`src/rtl/alu_b_operand_stage.sv`:
```
// ALU port-B operand stage: selects the B operand from register B, data
// memory, the literal field, zero or the forwarded result, and presents it
// through a valid/ready output register. Memory reads use a request/ack
// sub-handshake with a timeout and a one-entry hold buffer.
module alu_b_operand_stage #(
  parameter int WIDTH       = 8,
  parameter int LIT_W       = 8,
  parameter int SIGN_EXT    = 0,
  parameter int MEM_TIMEOUT = 15
) (
  input  logic             clk,
  input  logic             rst_n,
  input  logic             in_valid,
  output logic             in_ready,
  input  logic [2:0]       sel,
  input  logic [WIDTH-1:0] reg_b,
  input  logic [LIT_W-1:0] lit,
  input  logic [WIDTH-1:0] fwd_data,
  output logic             mem_req,
  input  logic             mem_ack,
  input  logic [WIDTH-1:0] mem_data,
  output logic             out_valid,
  input  logic             out_ready,
  output logic [WIDTH-1:0] out_b,
  output logic             out_err,
  output logic             err_sticky
);

  localparam int CNT_W = (MEM_TIMEOUT < 2) ? 1 : $clog2(MEM_TIMEOUT);
  localparam logic [CNT_W-1:0] CNT_LAST = CNT_W'(MEM_TIMEOUT - 1);

  typedef enum logic [1:0] {
    IDLE     = 2'd0,
    MEM_WAIT = 2'd1,
    HOLD     = 2'd2
  } state_t;

  state_t           state;
  logic [CNT_W-1:0] cnt;
  logic [WIDTH-1:0] hold_data;
  logic             hold_err;

  logic             slot_free;
  logic             accept;
  logic             mem_done;
  logic [WIDTH-1:0] mem_res_data;
  logic             mem_res_err;
  logic [WIDTH-1:0] lit_ext;
  logic             lit_fill;
  logic [WIDTH-1:0] sel_data;
  logic             sel_err;
  logic             load;
  logic [WIDTH-1:0] load_data;
  logic             load_err;

  assign slot_free = !out_valid || out_ready;
  // in_ready is forced low while reset is asserted, not just after the edge.
  assign in_ready  = rst_n && (state == IDLE) && slot_free;
  assign accept    = in_valid && in_ready;
  assign mem_req   = (state == MEM_WAIT);

  // A timeout is handled exactly like an ack that returned zero with an error.
  assign mem_done     = (state == MEM_WAIT) && (mem_ack || (cnt == CNT_LAST));
  assign mem_res_data = mem_ack ? mem_data : '0;
  assign mem_res_err  = !mem_ack;

  // Literal extension: low LIT_W bits copied, upper bits sign or zero fill.
  assign lit_fill = (SIGN_EXT != 0) ? lit[LIT_W-1] : 1'b0;
  genvar gi;
  generate
    for (gi = 0; gi < WIDTH; gi++) begin : g_lit
      if (gi < LIT_W) begin : g_low
        assign lit_ext[gi] = lit[gi];
      end else begin : g_high
        assign lit_ext[gi] = lit_fill;
      end
    end
  endgenerate

  // Operand for the non-memory sources; illegal codes yield zero with error.
  always_comb begin
    sel_data = '0;
    sel_err  = 1'b0;
    case (sel)
      3'b000:  sel_data = reg_b;
      3'b001:  sel_data = '0;
      3'b010:  sel_data = lit_ext;
      3'b011:  sel_data = '0;
      3'b100:  sel_data = fwd_data;
      default: sel_err  = 1'b1;
    endcase
  end

  // Decide whether, and from where, the output register loads this cycle.
  always_comb begin
    load      = 1'b0;
    load_data = '0;
    load_err  = 1'b0;
    case (state)
      IDLE: begin
        if (accept && (sel != 3'b001)) begin
          load      = 1'b1;
          load_data = sel_data;
          load_err  = sel_err;
        end
      end
      MEM_WAIT: begin
        if (mem_done && slot_free) begin
          load      = 1'b1;
          load_data = mem_res_data;
          load_err  = mem_res_err;
        end
      end
      HOLD: begin
        if (slot_free) begin
          load      = 1'b1;
          load_data = hold_data;
          load_err  = hold_err;
        end
      end
      default: begin
        load = 1'b0;
      end
    endcase
  end

  // Sequencer, timeout counter, hold buffer and output register.
  always_ff @(posedge clk or negedge rst_n) begin
    if (!rst_n) begin
      state      <= IDLE;
      cnt        <= '0;
      hold_data  <= '0;
      hold_err   <= 1'b0;
      out_valid  <= 1'b0;
      out_b      <= '0;
      out_err    <= 1'b0;
      err_sticky <= 1'b0;
    end else begin
      case (state)
        IDLE: begin
          if (accept && (sel == 3'b001)) begin
            state <= MEM_WAIT;
            cnt   <= '0;
          end
        end
        MEM_WAIT: begin
          if (mem_done) begin
            cnt <= '0;
            if (slot_free) begin
              state <= IDLE;
            end else begin
              // Slot still occupied: park the result until the ALU drains it.
              hold_data <= mem_res_data;
              hold_err  <= mem_res_err;
              state     <= HOLD;
            end
          end else begin
            cnt <= cnt + 1'b1;
          end
        end
        HOLD: begin
          if (slot_free) begin
            state <= IDLE;
          end
        end
        default: begin
          state <= IDLE;
        end
      endcase

      if (load) begin
        out_valid <= 1'b1;
        out_b     <= load_data;
        out_err   <= load_err;
        if (load_err) begin
          err_sticky <= 1'b1;
        end
      end else if (out_ready) begin
        out_valid <= 1'b0;
      end
    end
  end

endmodule
```
`config.mk`:
```
export PLATFORM = sky130hd
export DESIGN_NAME = alu_b_operand_stage
export DESIGN_NICKNAME = d
export VERILOG_FILES = /design/src/rtl/alu_b_operand_stage.sv
export SDC_FILE = /design/constraint.sdc
export NUM_CORES = 1
export LEC_CHECK = 0
export ABC_AREA = 1
export CAP_MARGIN = 20
export CELL_PAD_IN_SITES_DETAIL_PLACEMENT = 2
export CELL_PAD_IN_SITES_GLOBAL_PLACEMENT = 2
export CORE_MARGIN = 1
export CORE_UTILIZATION = 22
export DETAILED_ROUTE_END_ITERATION = 16
export MAX_ROUTING_LAYER = met4
export PLACE_DENSITY = 0.7
export SYNTH_ARGS = -nofsm -noshare
export SYNTH_HDL_FRONTEND = slang
export SYNTH_SLANG_ARGS = --single-unit
```
`constraint.sdc`:
```
create_clock -name clk -period 1.22 [get_ports clk]
set_input_delay 0.244 -clock clk [delete_from_list [all_inputs] [get_ports clk]]
set_output_delay 0.244 -clock clk [all_outputs]
set_load 0.005 [all_outputs]
```
# Word-level counts from Yosys, hierarchy flattened
# Index checks and enable logic that the tools add are counted.
dict set report word_totals {
  latch_bits 0
  romBits 0
  ff_bits 26
  output_inout_bits 13
  mem_bits_rw 0
  input_bits 40
  mem_count 0
}
dict set report op_classes {
  mul 0
  addsub 1
  n_mux 25
  n_reduce_logical 20
  n_div 0
  bitwise_logic 1
  n_lt_le_gt_ge 0
  eq_ne 11
  shift 0
}
# op n
set op_table {}
lappend op_table {{one-hot mux 8 bit (3 select lines)} 2}
lappend op_table {{2-to-1 mux 8 bit} 4}
lappend op_table {{2-to-1 mux 1 bit} 9}
lappend op_table {{2-to-1 mux 2 bit} 4}
lappend op_table {{2-to-1 mux 4 bit} 2}
lappend op_table {{one-hot mux 4 bit (2 select lines)} 1}
lappend op_table {{logical AND 1 bit} 7}
lappend op_table {{equality test 3 x 2 -> 1 bit, second input constant} 2}
lappend op_table {{one-hot mux 1 bit (3 select lines)} 2}
lappend op_table {{one-hot mux 2 bit (3 select lines)} 1}
lappend op_table {{AND reduction 3 bit} 2}
lappend op_table {{OR reduction 5 bit} 1}
lappend op_table {{adder 4 x 1 -> 4 bit, second input constant} 1}
lappend op_table {{equality test 4 bit, second input constant} 1}
lappend op_table {{inequality test 2 x 1 -> 1 bit, second input constant} 2}
lappend op_table {{AND reduction 2 bit} 2}
lappend op_table {{nonzero test 2 bit} 2}
lappend op_table {{equality test 3 x 1 -> 1 bit, second input constant} 1}
lappend op_table {{equality test 3 bit, second input constant} 1}
lappend op_table {{logical NOT 3 bit} 1}
lappend op_table {{inequality test 3 x 1 -> 1 bit, second input constant} 1}
lappend op_table {{equality test 2 x 1 -> 1 bit, second input constant} 1}
lappend op_table {{equality test 2 bit, second input constant} 1}
lappend op_table {{logical NOT 1 bit} 2}
lappend op_table {{other kinds (4)} 5}

# Logic depth before layout (Yosys ltp)
dict set report logic_depth {
  depth_word 8
  ltp_mapped 8
}

# Least setup slack after synthesis
# Ideal clock, no wire load.
dict set report synth_timing {
  kind {reg2reg}
  startpoint {register cnt[0]}
  endpoint {register out_b[0]}
  path_stages_with_launch 8
  t_arrival_ns 1.189
  t_required_ns 1.152
  setup_slack_ns -0.038
  path_cell_list {dfrtp_1 -> inv_1 -> ha_1 -> nand3_1 -> nand2_4 -> a21oi_4 -> nand3_1 -> nand3_1}
}
dict set report synth_between {
  elab_chain_len 6
  elab_cells_between_ends 8
  cone_classes {eq/ne: 1; mux: 4; reduce/logical: 3}
}
# item line_no
set synth_lines {}
lappend synth_lines {{from (decl)} 39} ;# logic [CNT_W-1:0] cnt;
lappend synth_lines {{from (signal assigned)} 158} ;# cnt <= cnt + 1'b1;
lappend synth_lines {{equality test 4 bit (*)} 63} ;# assign mem_done = (state == MEM_WAIT) && (mem_ack || (cnt == CNT_LAST));
lappend synth_lines {{logical OR 1 bit (*)} 63}
lappend synth_lines {{logical AND 1 bit (*)} 63}
lappend synth_lines {{logical AND 1 bit (*)} 108} ;# if (mem_done && slot_free) begin
lappend synth_lines {{2-to-1 mux 8 bit / 2-to-1 mux 1 bit (equally long branches)} 108}
lappend synth_lines {{one-hot mux 8 bit (3 select lines) / one-hot mux 1 bit (3 select lines) (equally long branches)} 99} ;# case (state)
lappend synth_lines {{to (signal assigned)} 173} ;# out_b <= load_data;
lappend synth_lines {{to (decl)} 24} ;# output logic [WIDTH-1:0] out_b,
# Every way passes the cells marked *; elsewhere a longest branch is shown, timed or not.
# A chain may end at the register's enable or synchronous reset.

# Final worst setup path
dict set report layout_timing {
  startpoint {register state[0]}
  endpoint {output in_ready}
}
dict set report layout_between {
  elab_chain_len 3
}
# item line_no
set layout_lines {}
lappend layout_lines {{from (decl)} 38} ;# state_t state;
lappend layout_lines {{from (signal assigned)} 130} ;# state <= IDLE;
lappend layout_lines {{from (signal assigned)} 142} ;# state <= MEM_WAIT;
lappend layout_lines {{from (signal assigned)} 150} ;# state <= IDLE;
lappend layout_lines {{logical NOT 2 bit} 58} ;# assign in_ready = rst_n && (state == IDLE) && slot_free;
lappend layout_lines {{logical AND 1 bit (2 in series)} 58}
lappend layout_lines {{to (decl)} 14} ;# output logic in_ready,
# No other way between the ends.

==> results.md <==
* Status: finished, violations left
* Failing checks: negative setup slack
* RSZ-0062 raised after global routing: yes
* Synth Cell Area at 1580 µm²
* Setup tns final at -4.73 ns
* Core area at 6870 µm²
* Starting Density at 0.230
* DR iter-0 viols at 68
* Root buf cell: clkbuf_8
* Num rows at 30
* VDD IR max at 0.363 mV
* Main synth FF type: dfrtp_1
* EDFF count, synth at 0
* CP Class: flip-flop to output port
* Distinct cell type count after synthesis at 25
* R2r setup slk at -0.24 ns
* Final worst-path cycle share at 1.23
* Worst EP arrival at 1.26 ns
* Wirelength per Cell at 15.4 µm
* Final wirelength at 6.07 mm
* Fmax at 667 MHz
* CP Capture Type: output port
* Total power at 2.45 mW
* Crit path max fanout at 2
* Layout cells sized above 1 at 0.358
* Worst-case clock buffer depth at 2
* Clock latency on the worst-skew pair at 0.29 ns
* Type of origin of the critical path: flip-flop
* Worst Path Required at 0.98 ns
* CTS H-tree depth at 1
* Vias at 1724
* Maximum Capacitance Violations at 0
* CTS clk-pin slew, worst paths at 0.11 ns
* Routability Congestion at 0.727
* Mapped Cells at 202
* Total CTS buffers at 3
* Fill cells at 779
* Asr flop ratio synth at 1.00
* Yosys warning total at 0
* Clock tree sinks at 26
* Nets at 342
* Seq/Total Area, Yosys at 0.412
* DRC violations left at 0
* Final hold violation count at 0
* Slew at the pin closest to its max-slew limit at 0.373 ns
* Worst Hold Class: input pin to async pin
* Leak at 1.28 nW
* Input/output buffers at 52
* Antenna cell count at 0
* Max-slew headroom at 0.751
* Final critical-path required period at 1.50 ns
* Die area at 7510 µm²
* Max-slew violations at 0
* DP HPWL at 4.13 mm
* Gr ovfl total at 0
* Yosys reg bits at 26
* Mapped Nets at 244
* Die Wd at 86.7 µm
* Die height at 86.7 µm
* Global-route usage over all layers at 0.177
* DR vias/cell at 4.36
* Routed Antenna Nets at 0
* Largest net degree at the start of global routing at 27
* Vias in the first global route at 1931
* TritonCTS clock tree: yes
* First-pass detailed-route iteration total at 3
* Initial antenna violation count at 0
* Setup violators final at 29
* IO Count at 53
* Power per cell area at 883 nW/µm²
* Fin Clk Skew at 0.00854 ns
* PnR worst setup slack at -0.280 ns
* Setup Slack @ Placement at -0.587 ns
* First-pass GRT wire length at 9.56 mm
* Mean Syn Cell Area at 7.81 µm²
* Area Overhead vs Synth at 75.9%
## path summary, 6_finish.rpt
path / startpoint / to / cells after the start
worst max-delay path: state[0] / in_ready / 5
worst min-delay path: rst_n / err_sticky / 3
worst max register to register: state[0] / out_b[0] / 8
worst min register to register: hold_data[0] / hold_data[0] / 2
max in group asynchronous: rst_n / state[1] / 3
min in group clk: hold_data[0] / hold_data[0] / 2
## sequential cells by signal (all words and copies together) (netlist names)
signal	cells
state	2
err_sticky	1
out_err	1
hold_data	8
out_valid	1
hold_err	1
cnt	4
out_b	8
## layout make-up
cell class / count / area, µm² / share of cell area
multi-input combinational: 151 / 931 / 0.335
timing repair buffer: 96 / 927 / 0.334
sequential: 26 / 652 / 0.235
tap: 96 / 120 / 0.0433
inverter: 22 / 90.1 / 0.0325
clock buffer: 4 / 55.1 / 0.0198
## worst max-delay path, stage by stage, from the launching register on
cell,delay [ns]
dfrtp_1,0.41
buf_4,0.15
nor2_4,0.12
nand2_2,0.08
nor2_4,0.09
buf_2,0.11
## power breakdown
group | internal, mW | leakage, nW | switching, mW | total (mW)
Combinational | 0.451 | 0.910 | 0.352 | 0.803
Clock | 0.291 | 0.0288 | 0.324 | 0.614
Sequential | 0.962 | 0.345 | 0.0716 | 1.03
## cell families (layout without fill, tap and decap cells)
| kind of cell | Yosys count | in the layout | share of synthesized area |
|---|---|---|---|
| compound gates | 22 | 22 | 0.0983 |
| xor+xnor | 1 | 1 | 0.00555 |
| fa+ha+maj | 2 | 2 | 0.0159 |
| buf+inv | 25 | 122 | 0.0674 |
| flops | 26 | 26 | 0.412 |
| simple gates | 126 | 126 | 0.400 |
## per-stage QoR
step	hold WS [ns]	cells	area, µm²	util
6_report	0.499	395	2780	0.404
5_1_grt	0.523	395	2780	0.404
4_1_cts	0.505	388	2670	0.389
3_5_place_dp	0.473	375	2430	0.354
3_3_place_gp	0.447	375	2430	0.354
2_1_floorplan	-0.0516	202	1590	-
## cell usage in the layout, fill, tap and decap left out, types with 4 or more instances in the layout
master,count
buf_12,5
inv_1,16
clkdlybuf4s15_1,8
clkdlybuf4s50_1,38
clkbuf_8,4
nand2_2,14
o21ai_1,9
buf_6,4
o21ai_2,11
buf_4,34
dfrtp_1,25
nor2_4,6
nand2_1,50
nand3_2,5
nand3_1,38
## layer usage
layer  part of all wire  GRT usage  routed length, µm
met5                  0          -                  0
met4              0.012     0.0545                 70
met3              0.025     0.0257                149
met2               0.55      0.331               3350
met1               0.41      0.191               2500
## cell usage after synthesis (2+ instances only)
library cell / instances / area (µm²)
nor2_4: 3 / 33.8
nand2_1: 64 / 240
inv_2: 4 / 15.0
nand3_1: 43 / 215
dfrtp_1: 26 / 651
nand2_2: 2 / 12.5
o21ai_2: 9 / 78.8
ha_1: 2 / 25.0
o21ai_0: 11 / 55.1
nand3_4: 2 / 35.0
nor2_1: 5 / 18.8
inv_1: 18 / 67.6
## what timing repair did
action | 4_1_cts | 5_1_grt
resized for setup | 63 | 18
endpoints found under the setup margin | 39 | 34
hold buffers | 0 | 0
buffers inserted | 10 | 6
cloned | 0 | 1
pin swaps | 11 | 8
No activity file was read; power rests on OpenSTA's default activity.
